`src/rtl/hrm_host_port.sv`:
```
// hrm_host_port: host ingress into the CPU INBOX, OUTBOX drain and framed component dumps on one egress stream
module hrm_host_port #(
    parameter int         FIFO_DEPTH = 32,
    parameter int         DMP_LAT    = 1,
    parameter logic [2:0] SEL_INBOX  = 3'd0,
    parameter logic [2:0] SEL_OUTBOX = 3'd1
) (
    input  logic       clk,
    input  logic       i_rst_n,
    input  logic [7:0] i_h_data,
    input  logic       i_h_valid,
    output logic       o_h_ready,
    output logic [7:0] o_h_data,
    output logic [1:0] o_h_tag,
    output logic       o_h_last,
    output logic       o_h_valid,
    input  logic       i_h_ready,
    input  logic       i_cmd_dump,
    input  logic [2:0] i_cmd_sel,
    output logic       o_busy,
    output logic [7:0] o_cpu_in_data,
    output logic       o_cpu_in_wr,
    input  logic       i_cpu_in_full,
    output logic       o_cpu_out_rd,
    input  logic [7:0] i_cpu_out_data,
    input  logic       i_cpu_out_empty,
    output logic [2:0] o_cpu_dmp_chip_select,
    output logic [4:0] o_cpu_dmp_fifo_pos,
    input  logic [7:0] i_cpu_dmp_data,
    input  logic       i_cpu_dmp_valid
);
    typedef enum logic [1:0] {IDLE, DSET, DWAIT, DEMIT} state_t;
    state_t     state, state_n;
    logic [7:0] e_data, e_data_n, hd, hd_n, cnt, cnt_n;
    logic [1:0] e_tag, e_tag_n;
    logic       e_last, e_last_n, e_valid, e_valid_n, held, held_n, pop;
    logic [2:0] sel, sel_n;
    logic [4:0] pos, pos_n;
    logic       is_fifo, at_end;

    assign o_h_ready             = i_rst_n & ~i_cpu_in_full;
    assign o_cpu_in_wr           = o_h_ready & i_h_valid;
    assign o_cpu_in_data         = i_rst_n ? i_h_data : 8'h00;
    assign o_h_data              = e_data;
    assign o_h_tag               = e_tag;
    assign o_h_last              = e_last;
    assign o_h_valid             = e_valid;
    assign o_busy                = state != IDLE;
    assign o_cpu_out_rd          = pop;
    assign o_cpu_dmp_chip_select = sel;
    assign o_cpu_dmp_fifo_pos    = pos;
    assign is_fifo               = sel == SEL_INBOX || sel == SEL_OUTBOX;
    assign at_end                = pos == 5'(FIFO_DEPTH - 1);

    // held/hd carries the byte at pos-1 while pos is probed, so its last flag is known before release
    always_comb begin
        state_n = state;
        {e_data_n, e_tag_n, e_last_n} = {e_data, e_tag, e_last};
        e_valid_n = e_valid & ~i_h_ready;
        {hd_n, held_n, sel_n, pos_n, cnt_n} = {hd, held, sel, pos, cnt};
        pop = 1'b0;
        case (state)
            IDLE:
                if (i_cmd_dump && !e_valid) begin
                    {sel_n, pos_n, held_n} = {i_cmd_sel, 5'd0, 1'b0};
                    state_n = DSET;
                end else if (!i_cpu_out_empty && !e_valid) begin
                    pop = i_rst_n;
                    {e_data_n, e_tag_n, e_last_n, e_valid_n} = {i_cpu_out_data, 2'b00, 1'b0, 1'b1};
                end
            DSET: begin
                cnt_n = 8'(DMP_LAT);
                state_n = DWAIT;
            end
            DWAIT:
                if (cnt != 8'd0) cnt_n = cnt - 8'd1;
                else if (!is_fifo) begin
                    {e_data_n, e_tag_n, e_last_n, e_valid_n} = {i_cpu_dmp_data, 2'b01, 1'b1, 1'b1};
                    state_n = DEMIT;
                end else if (held) begin
                    {e_data_n, e_tag_n, e_last_n, e_valid_n} = {hd, 2'b01, ~i_cpu_dmp_valid, 1'b1};
                    {hd_n, held_n} = {i_cpu_dmp_data, i_cpu_dmp_valid};
                    state_n = DEMIT;
                end else if (i_cpu_dmp_valid && !at_end) begin
                    {hd_n, held_n, pos_n} = {i_cpu_dmp_data, 1'b1, pos + 5'd1};
                    state_n = DSET;
                end else if (i_cpu_dmp_valid || pos == 5'd0) begin
                    e_data_n = i_cpu_dmp_valid ? i_cpu_dmp_data : 8'h00;
                    e_tag_n = i_cpu_dmp_valid ? 2'b01 : 2'b10;
                    {e_last_n, e_valid_n} = 2'b11;
                    state_n = DEMIT;
                end else state_n = IDLE;
            DEMIT:
                if (!e_valid) begin
                    {e_data_n, e_tag_n, e_last_n, e_valid_n} = {hd, 2'b01, 1'b1, 1'b1};
                    held_n = 1'b0;
                end else if (i_h_ready) begin
                    if (e_last) state_n = IDLE;
                    else if (!at_end) begin
                        pos_n = pos + 5'd1;
                        state_n = DSET;
                    end
                end
            default: state_n = IDLE;
        endcase
    end

    always_ff @(posedge clk or negedge i_rst_n)
        if (!i_rst_n) begin
            state <= IDLE;
            {e_data, e_tag, e_last, e_valid} <= '0;
            {hd, held, sel, pos, cnt} <= '0;
        end else begin
            state <= state_n;
            {e_data, e_tag, e_last, e_valid} <= {e_data_n, e_tag_n, e_last_n, e_valid_n};
            {hd, held, sel, pos, cnt} <= {hd_n, held_n, sel_n, pos_n, cnt_n};
        end
endmodule

```
`config.mk`:
```
export PLATFORM = sky130hd
export DESIGN_NAME = hrm_host_port
export DESIGN_NICKNAME = d
export VERILOG_FILES = /design/src/rtl/hrm_host_port.sv
export SDC_FILE = /design/constraint.sdc
export NUM_CORES = 1
export LEC_CHECK = 0
export ABC_AREA = 0
export CAP_MARGIN = 25
export CORE_MARGIN = 4
export CORE_UTILIZATION = 47
export CTS_BUF_LIST = sky130_fd_sc_hd__clkbuf_2
export DETAILED_ROUTE_END_ITERATION = 10
export PLACE_DENSITY = 0.8
export SYNTH_ARGS = -nofsm -noshare
export SYNTH_HDL_FRONTEND = slang
export SYNTH_SLANG_ARGS = --single-unit
```
`constraint.sdc`:
```
create_clock -name clk -period 5.8 [get_ports clk]
set_input_delay 0.58 -clock clk [delete_from_list [all_inputs] [get_ports clk]]
set_output_delay 0.58 -clock clk [all_outputs]
set_load 0.005 [all_outputs]
```
==> results.md <==
* Status: finished, final reports clean
* Synth Area in Adders at 0.0285
* Routed wire per std cell at 15.6 um
* M1 GR Usage at 0.225
* Antenna violations before repair at 0
* Buffers on Ports at 66
* Post-CTS Setup Repair Bufs at 0
* Hold WC Path Type: in2async
* Net count, final at 319
* Leakage at 1.33 nW
* Cells after Synth at 212
* Reg2reg path depth at 6
* CTS buffer count at 5
* ANT cells at 0
* WP data required at 5220 ps
* Fin Setup TNS at 0 ps
* Final routed DRC violation total at 0
* Fill cells at 401
* Top-count cell post-synth: dfrtp_1
* R2R Path Start: cnt[0]$_DFFE_PN0P_
* CTS H-tree depth at 2
* Post-cts resize count at 0
* Final period util at 0.516
* Core Box Area at 4440 um^2
* Sequential Power Share at 0.377
* Register-to-register path setup slack at 3070 ps
* Arrival @ worst endpoint at 2410 ps
* Pint at 0.859 mW
* Comb power frac at 0.512
* Worst Skew at 13.6 ps
* Clk network pwr share at 0.111
* Largest family of logic cells by synthesized area: simple AND/OR/NAND/NOR gates
* Register area share after synthesis at 0.445
* Final ANT Viol Nets at 0
* Worst setup EP type: output port
* Maximum VDD drop at 0.263 mV
* Drt via density at 5.69
* Top cell type by total area after synthesis: dfrtp_1
* R2r endpoint: hd[4]$_DFFE_PN0P_
* Pins Over Slew Limit at 0
* CP Launch Type: flop
* Starting DRT DRC Count at 137
* Grt total ovfl at 0
* FF+latch count, synth at 39
* Largest net degree at the start of global routing at 50
* Reg clk slew, reported paths at 190 ps
* GR peak layer: met2
* Total GRT Usage at 0.183
* Row count at 24
* Hold-fix buffers, CTS at 0
* Clock buffer depth at 2
* RSZ-0062 raised after global routing: no
* MaxCap Viol Count at 0
* Syn-to-layout area delta at 35.8%
* Vias in the first global route at 1,914
* Worst skew pair latency at 390 ps
* HPWL after DPL at 3850 um
* Root buf cell: clkbuf_2
* Mapped cell area at 2190 um^2
* Mux contribution to synthesized area at 0.140
* Fin. Hold Viols at 0
* Total number of vias at 1,888
* Met2 Use GR at 0.320
* Setup CP Type: reg2out
* Maximum net fanout on the critical path at 20
* Worst hold slack at 476 ps
* Syn Nets at 252
* Psw at 0.571 mW
* Measured slew at the worst slew-check pin at 673 ps
* Initial core utilization at 0.494
* First-pass GRT wire length at 8800 um
* Clk sinks at 39
* Syn Area/Cell at 10.3 um^2
* Switch share at 0.399
* DR pass1 iterations at 6
* CTS tree: built
* I/O Pins at 67
* Post-synth EDFFs at 0
* Routed wire length at 5170 um
* Post-synth top cells: dfrtp_1, inv_1, mux2i_1
* Cell Pwr Density at 480 nW/um^2
* Yosys warns at 0
* Synth area leaders: dfrtp_1, mux2_2, mux2i_1
* Post-synth top area share at 0.445
* Die width at 76.3 um
* Share of cells above drive strength 1 at 0.104
* Post-synthesis simple-gate area fraction at 0.186
* Die Outline Area at 5820 um^2
* Placer Congestion at 0.835
* Met3 Usage GRT at 0.0461
* Xor/xnor share of the synthesized area at 0.00399
* DIE HEIGHT at 76.3 um
* Minimum clock period at 2990 ps
* Top_reg_cell synth: dfrtp_1
* Fmax at 0.334 GHz
* Synth cell types at 47
* Share of the synthesized area in compound gates (AO/OA/AOI/OAI) at 0.150
* Final setup violating endpoints at 0
* Post-synth ARST share at 1.00
* Rel. slew slack at 0.547
==> layer usage <==
metal	wire length, um	share of wire
met1	2170	0.42
met2	2620	0.51
met3	315	0.061
met4	52	0.010
met5	0	0
==> power by group through the flow <==
| stage | sequential, mW | combinational [mW] | clock (mW) |
|---|---|---|---|
| floorplan | 0.494 | 0.494 | 0 |
| detailed placement | 0.545 | 0.733 | 0 |
| global route | 0.562 | 0.811 | 0.180 |
| global placement | 0.539 | 0.712 | 0 |
| CTS | 0.538 | 0.735 | 0.165 |
| finish | 0.539 | 0.732 | 0.158 |
==> worst max-delay path by stage <==
stage	slack, ps	cells after the start	start	endpoint
after floorplan	3360	7	cnt[0]$_DFFE_PN0P_	hd[0]$_DFFE_PN0P_
after global placement	2990	4	i_rst_n	o_cpu_in_wr
after detailed placement	2940	4	i_cpu_out_empty	o_cpu_out_rd
after CTS	2770	3	state[0]$_DFFE_PN0P_	o_cpu_out_rd
after global routing	2650	3	state[0]$_DFFE_PN0P_	o_cpu_out_rd
final	2810	3	state[0]$_DFFE_PN0P_	o_cpu_out_rd
==> state kept, by name, summed over array words and instances, names as in the netlist <==
register and cells:
held 1, o_cpu_dmp_chip_select 3, state 2, o_cpu_dmp_fifo_pos 5
o_h_data 8, o_h_valid 1, hd 8, o_h_last 1
o_h_tag 2, cnt 8
==> worst max-delay path, cell delays in order, from the launching register on <==
cell and delay, ps:
dfrtp_1 630, or4_1 640, nor3b_1 220, clkdlybuf4s50_1 530
==> cell families after synthesis <==
family                   count (synthesis)
adder cells (fa/ha/maj)                  5
flip-flops                              39
buffers and inverters                   26
AO/OA/AOI/OAI                           43
XOR/XNOR                                 1
AND/OR/NAND/NOR                         69
multiplexers                            29
==> stage by stage <==
step	setup WS, ps	util	area [um^2]	cells	power, mW
after global placement	2990	0.649	2880	322	1.25
after floorplan	3360	-	2190	212	0.988
after global routing	2650	0.670	2980	332	1.55
after detailed placement	2940	0.649	2880	322	1.28
after CTS	2770	0.663	2950	330	1.44
final	2810	0.670	2980	332	1.43
==> cell usage in the layout, fill, tap and decap left out, types with 3 or more instances in the layout <==
cell type,synthesis,routed
and2_1,10,10
o21ai_0,4,4
dfrtp_1,39,39
nor3_1,4,4
or4_1,3,3
clkbuf_2,1,5
inv_1,17,17
nor3b_1,3,3
nor2b_1,3,3
nor4_1,3,3
a222oi_1,8,8
ha_1,5,5
a21oi_1,6,6
nand3_1,4,4
a31oi_1,4,4
clkdlybuf4s50_1,0,65
mux2_2,14,14
nor2_1,10,10
nand2_1,12,12
mux2i_1,15,15
nand2b_1,5,5
or3_1,3,3
==> cell type report <==
type	count	area, um^2	area share
Timing Repair Buffer	69	693	0.233
Multi-Input combinational cell	147	1120	0.375
Clock buffer	5	25.0	0.00840
Sequential cell	39	976	0.328
Clock inverter	3	38.8	0.0130
Tap cell	52	65.1	0.0218
Inverter	17	63.8	0.0214
Power figures use the tool's default switching activity.
